--- config.mk ---
export PLATFORM = sky130hd
export DESIGN_NAME = game_controller
export DESIGN_NICKNAME = d
export VERILOG_FILES = /design/src/rtl/game_controller.sv
export SDC_FILE = /design/constraint.sdc
export NUM_CORES = 2
export LEC_CHECK = 0
export ABC_CLOCK_PERIOD_IN_PS = 14000
export CAP_MARGIN = 30
export CORE_AREA = 2 2 319 321
export DETAILED_ROUTE_END_ITERATION = 8
export DIE_AREA = 0 0 321 323
export PLACE_DENSITY = 0.53
export SLEW_MARGIN = 10
export SYNTH_ARGS = -nofsm -noshare
export SYNTH_HDL_FRONTEND = slang
export SYNTH_SLANG_ARGS = --single-unit
--- constraint.sdc ---
create_clock -name clk -period 14 [get_ports clk]
set_clock_uncertainty 0.05 [all_clocks]
set_input_delay 2.8 -clock clk [delete_from_list [all_inputs] [get_ports clk]]
set_output_delay 2.8 -clock clk [all_outputs]
set_load 0.01 [all_outputs]
--- src/rtl/game_controller.sv ---
// rtl/game_controller.sv - 2048 sequencer: board/score registers, LFSR tile spawn, win/lose evaluation
module game_controller #(
    parameter logic [11:0] WIN_VALUE = 12'd2048,
    parameter logic [15:0] SEED      = 16'hACE1
) (
    input  logic                  clk,
    input  logic                  rst,
    input  logic [3:0]            btn_dir,
    input  logic                  load_en,
    input  logic [3:0][3:0][11:0] load_board,
    output logic [3:0]            mm_direction,
    output logic [3:0][3:0][11:0] mm_board_in,
    input  logic [3:0][3:0][11:0] mm_board_out,
    input  logic [19:0]           mm_score,
    output logic [3:0][3:0][11:0] board,
    output logic [19:0]           score,
    output logic                  busy,
    output logic                  game_won,
    output logic                  game_over
);
    typedef logic [3:0][3:0][11:0] board_t;
    typedef enum logic [2:0] {INIT1, INIT2, IDLE, MOVE, SPAWN, CHECK, WON, OVER} state_t;

    state_t      state_q, state_d;
    board_t      board_q, board_d;
    logic [19:0] score_q, score_d;
    logic [15:0] lfsr_q, lfsr_d;
    logic [3:0]  dir_q, dir_d;
    logic [3:0]  btn_prev_q, btn_prev_d;
    logic        won_q, won_d;
    logic        over_q, over_d;

    logic        has_win, has_zero, has_pair, one_hot;
    logic [20:0] score_sum;
    board_t      spawned;

    // First empty cell at or after lfsr[3:0] (wrapping) gets a 2, or a 4 when lfsr[7:4] is zero.
    function automatic board_t spawn_tile(input board_t b, input logic [15:0] r);
        board_t     res;
        logic       found;
        logic [3:0] idx;
        res   = b;
        found = 1'b0;
        for (int k = 0; k < 16; k++) begin
            idx = r[3:0] + 4'(k);
            if (!found && b[idx[3:2]][idx[1:0]] == 12'd0) begin
                res[idx[3:2]][idx[1:0]] = (r[7:4] == 4'd0) ? 12'd4 : 12'd2;
                found = 1'b1;
            end
        end
        return res;
    endfunction

    always_comb begin
        has_win  = 1'b0;
        has_zero = 1'b0;
        has_pair = 1'b0;
        for (int r = 0; r < 4; r++) begin
            for (int c = 0; c < 4; c++) begin
                if (board_q[r][c] == WIN_VALUE) has_win = 1'b1;
                if (board_q[r][c] == 12'd0)     has_zero = 1'b1;
            end
            for (int c = 0; c < 3; c++) begin
                if (board_q[r][c] == board_q[r][c+1]) has_pair = 1'b1;
            end
        end
        for (int r = 0; r < 3; r++) begin
            for (int c = 0; c < 4; c++) begin
                if (board_q[r][c] == board_q[r+1][c]) has_pair = 1'b1;
            end
        end
    end

    assign one_hot   = (btn_dir != 4'd0) && ((btn_dir & (btn_dir - 4'd1)) == 4'd0);
    assign score_sum = {1'b0, score_q} + {1'b0, mm_score};
    assign spawned   = spawn_tile(board_q, lfsr_q);

    always_comb begin
        state_d    = state_q;
        board_d    = board_q;
        score_d    = score_q;
        dir_d      = dir_q;
        won_d      = won_q;
        over_d     = over_q;
        btn_prev_d = btn_dir;
        lfsr_d     = {lfsr_q[0] ^ lfsr_q[2] ^ lfsr_q[3] ^ lfsr_q[5], lfsr_q[15:1]};
        if (load_en) begin
            board_d = load_board;
            score_d = '0;
            won_d   = 1'b0;
            over_d  = 1'b0;
            state_d = CHECK;
        end else begin
            case (state_q)
                INIT1: begin
                    board_d = spawned;
                    state_d = INIT2;
                end
                INIT2: begin
                    board_d = spawned;
                    state_d = IDLE;
                end
                IDLE: begin
                    if (one_hot && btn_prev_q == 4'd0) begin
                        dir_d   = btn_dir;
                        state_d = MOVE;
                    end
                end
                MOVE: begin
                    if (mm_board_out != board_q) begin
                        board_d = mm_board_out;
                        score_d = score_sum[20] ? 20'hFFFFF : score_sum[19:0];
                        state_d = SPAWN;
                    end else begin
                        state_d = IDLE;
                    end
                end
                SPAWN: begin
                    board_d = spawned;
                    state_d = CHECK;
                end
                CHECK: begin
                    if (has_win) begin
                        won_d   = 1'b1;
                        state_d = WON;
                    end else if (!has_zero && !has_pair) begin
                        over_d  = 1'b1;
                        state_d = OVER;
                    end else begin
                        state_d = IDLE;
                    end
                end
                WON, OVER: state_d = state_q;
                default:   state_d = INIT1;
            endcase
        end
    end

    always_ff @(posedge clk or posedge rst) begin
        if (rst) begin
            state_q    <= INIT1;
            board_q    <= '0;
            score_q    <= '0;
            lfsr_q     <= SEED;
            dir_q      <= '0;
            btn_prev_q <= '0;
            won_q      <= 1'b0;
            over_q     <= 1'b0;
        end else begin
            state_q    <= state_d;
            board_q    <= board_d;
            score_q    <= score_d;
            lfsr_q     <= lfsr_d;
            dir_q      <= dir_d;
            btn_prev_q <= btn_prev_d;
            won_q      <= won_d;
            over_q     <= over_d;
        end
    end

    assign mm_direction = (state_q == MOVE) ? dir_q : 4'd0;
    assign mm_board_in  = board_q;
    assign board        = board_q;
    assign score        = score_q;
    assign busy         = (state_q != IDLE);
    assign game_won     = won_q;
    assign game_over    = over_q;
endmodule

==> results.toml <==
[status]
status = "finished clean"

[worst_setup_path]
start_kind = "input port"
slowest_delay_ns = 0.85
crit_cells = 14
endpoint_kind = "register"
required_ns = 14.40
crit_type = "in -> reg"
critical_path.endpoint = "board[134]$_DFFE_PP0P_"
cpLargestDelayFamily = "simple AND/OR/NAND/NOR gates"
r2r-end = "board[87]$_DFFE_PP0P_"
r2r_setup_slack_ns = 6.00
cp_num_buf_inv = 3
regToRegStartpoint = "lfsr_q[0]$_DFF_PP1_"
cp.arrival_ns = 8.42
path_cells = "clkdlybuf4s50_1 > xor2_1 > nor4_1 > nand4_1 > nor4_1 > nand4_1 > o31a_2 > inv_1 > nor2_4 > buf_4 > a22oi_1 > o21a_1 > o21a_1 > o221ai_1"
path_max_fanout = 32
rr_worst_depth = 18
crit_slowest_cell = "inv_1"
critPathLaunch = "mm_board_out[162]"

[run]
maxCapViolations = 0

[global_routing]
grt_pass1_wl_um = 286000
grt_overflow_total = 0
grt_pass1_vias = 30781
grt_usage_pct = 40.4
grt_max_degree = 162
antenna_found_initial = 53

[power]
seq_power_share_pct = 22.5
p_comb_share_pct = 62.1
peakVddDrop_v = 0.0000829
p_leak_nw = 14.7
total_power_mw = 6.49
power.density_nw_per_um2 = 175
intPower_mw = 3.14
power.switching_mw = 3.36
clkPwrFrac_pct = 15.4
switching_share_pct = 51.7

[sta]
setup_violations = 0
max-slew-margin-rel_pct = 18.0
min_period_ns = 8.02
tns_ns = 0
period_share_pct = 57.3
rsz0062_at_grt = "false"
slew_viol_final = 0
worst_slack_ns = 5.98
tightest_slew_ns = 1.22
hold_violations = 0
clock.fmax_mhz = 125

[logic_synthesis]
synth_edf_count = 0
synth_flop_cell = "dfrtp_1"
synth_area_sq_um = 27200
synth_top_area_cell = "dfrtp_1"
seq_area_frac_synth_pct = 22.2
yosys.cell_types.count = 116
ys_seq_elements = 241
yosys-top-cells-count = "xor2_1 (385), clkbuf_1 (293), nand2_1 (292)"
yosysTopAreaCellShare_pct = 21.4
syn-num-nets = 3842
synthCells = 3393
synth-async-reset-ratio_pct = 100
syn-mean-instance-area_sq_um = 8.03
synth.area.top_cells = "dfrtp_1 (21%), xor2_1 (12%), buf_4 (5.4%)"
yosysWarningCount = 0
synth_most_common_cell = "xor2_1"

[clocking]
cts_resized = 0
clock_sinks = 241
path_clk_slew_ns = 0.06
cts_buffer_depth = 3
cts_hold_buf = 0
cts_buffers = 35
clk_latency_ns = 0.61
h-tree-depth = 2
cts-root-buf = "clkbuf_16"
cts_tree = "yes"
postCtsSetupBuffers = 0

[die]
ios = 822
fp.dieW_um = 321
chipHeight_um = 323
fp-row-count = 117
coreArea_sq_um = 101000
initial_core_util_pct = 27.0
dieArea_sq_um = 104000

[detailed_routing]
drc_errors = 0
vias = 32911
dr.pass1.iters = 7
vias_per_cell = 6.25
post_drt_wl_per_cell_um = 41.4
drt-total-wl_um = 218000
ant_nets = 0
drt_iter0_markers = 4785

[cells_and_area]
fillers = 10416
nets = 4341
layoutNonFillerInstCount = 5267
syn_to_final_growth_pct = 36.4
multi_input_area_sq_um = 18000
final-seq-area_sq_um = 6040
final_layout_size_suffix_gt1_share_pct = 10.2

[placed_design]
dp.cells = 5161
globalplace.congestion = 1.08
dp_hpwl_um = 174000
numPortBuffers = 821
place_ws_ns = 5.63

[min_path]
hp-class = "reg -> reg"
sequential cells by signal, summed over array words and instances (netlist names):
name and flops:
board 192, score 20, lfsr_q 16, btn_prev_q 4, dir_q 4, state_q 3
game_over 1, game_won 1
per-stage QoR:
step | cell area (sq um) | hold slack (ns) | utilization [%]
after CTS | 37000 | 0.301 | 36.7
after global placement | 35700 | 0.286 | 35.4
after detailed placement | 35800 | 0.290 | 35.5
after global routing | 37100 | 0.308 | 36.8
final | 37100 | 0.302 | 36.9
after floorplan | 27200 | 0.281 | -
final cells by class:
class	count	share of cell area, %
clock inverters	17	0.644
inverters	122	1.25
multi-input cells	2485	48.5
clock buffers	47	2.65
diodes	39	0.263
repair buffers	1007	26.0
well taps	1309	4.41
flip-flops and latches	241	16.3
metal layers:
metal	vias to the layer above	GRT usage (%)	routed length [um]	share of wire, %
li1	13261	-	-	-
met1	16557	50.4	82900	38
met2	2520	60.5	93600	43
met3	555	11.4	24700	11
met4	18	27.0	16800	7.7
met5	-	0	123	0.056
power groups by stage:
stage,sequential [mW],clock (mW),combinational [mW]
6_report,1.46,1.00,4.03
5_1_grt,1.46,1.03,4.12
4_1_cts,1.43,1.01,3.90
3_5_place_dp,1.45,0,3.89
3_3_place_gp,1.45,0,3.86
2_1_floorplan,1.17,0,2.11
worst register-to-register path, cell delays in order, from the launching register on:
cell      delay (ns)
dfstp_2         0.61
buf_4           0.46
inv_1           0.11
buf_4           0.27
ha_1            0.48
xor2_1          0.20
buf_4           0.46
nand2_1         0.34
o22ai_1         0.19
or4_1           0.33
o211ai_1        0.16
a32oi_1         0.58
nand4_1         0.62
or3_1           0.66
nor3_1          0.80
a221oi_1        0.34
and4_1          0.32
a21oi_2         0.59
o221ai_1        0.22
worst min-delay path by stage:
stage	startpoint	end	slack, ns	cells after the start
4_1_cts	lfsr_q[11]$_DFF_PP1_	lfsr_q[10]$_DFF_PP1_	0.30	0
5_1_grt	lfsr_q[11]$_DFF_PP1_	lfsr_q[10]$_DFF_PP1_	0.31	0
3_3_place_gp	lfsr_q[12]$_DFF_PP0_	lfsr_q[11]$_DFF_PP1_	0.29	0
2_1_floorplan	lfsr_q[9]$_DFF_PP0_	lfsr_q[8]$_DFF_PP0_	0.28	0
3_5_place_dp	lfsr_q[12]$_DFF_PP0_	lfsr_q[11]$_DFF_PP1_	0.29	0
6_report	lfsr_q[12]$_DFF_PP0_	lfsr_q[11]$_DFF_PP1_	0.30	0
cells by family after synthesis:
kind of cell             synth area share (%)
AO/OA/AOI/OAI                            21.6
XOR/XNOR                                 16.4
adder cells (fa/ha/maj)                  1.77
buffers and inverters                    12.3
flip-flops                               22.2
multiplexers                             3.52
AND/OR/NAND/NOR                          22.2
placed cells by master (no fill, tap or decap), types with 25 or more instances in the layout:
cell type / netlist / routed
a21o_1: 29 / 29
a21oi_1: 105 / 104
a221o_1: 72 / 72
a222oi_1: 25 / 25
a22o_1: 28 / 28
a31oi_1: 26 / 26
and2_1: 28 / 28
and3_1: 79 / 79
buf_4: 197 / 176
clkbuf_16: 0 / 36
clkdlybuf4s50_1: 0 / 820
dfrtp_1: 233 / 232
diode_2: 0 / 39
ha_1: 37 / 34
inv_1: 119 / 117
mux2i_1: 26 / 26
mux4_2: 25 / 25
nand2_1: 292 / 291
nand3_1: 110 / 110
nand4_1: 92 / 92
nor2_1: 161 / 160
nor3_1: 83 / 82
nor4_1: 155 / 147
o211ai_1: 30 / 30
o21ai_0: 93 / 93
o221ai_1: 56 / 56
xnor2_1: 119 / 117
xor2_1: 385 / 384
Note: power is estimated with default switching activity, not from simulation.
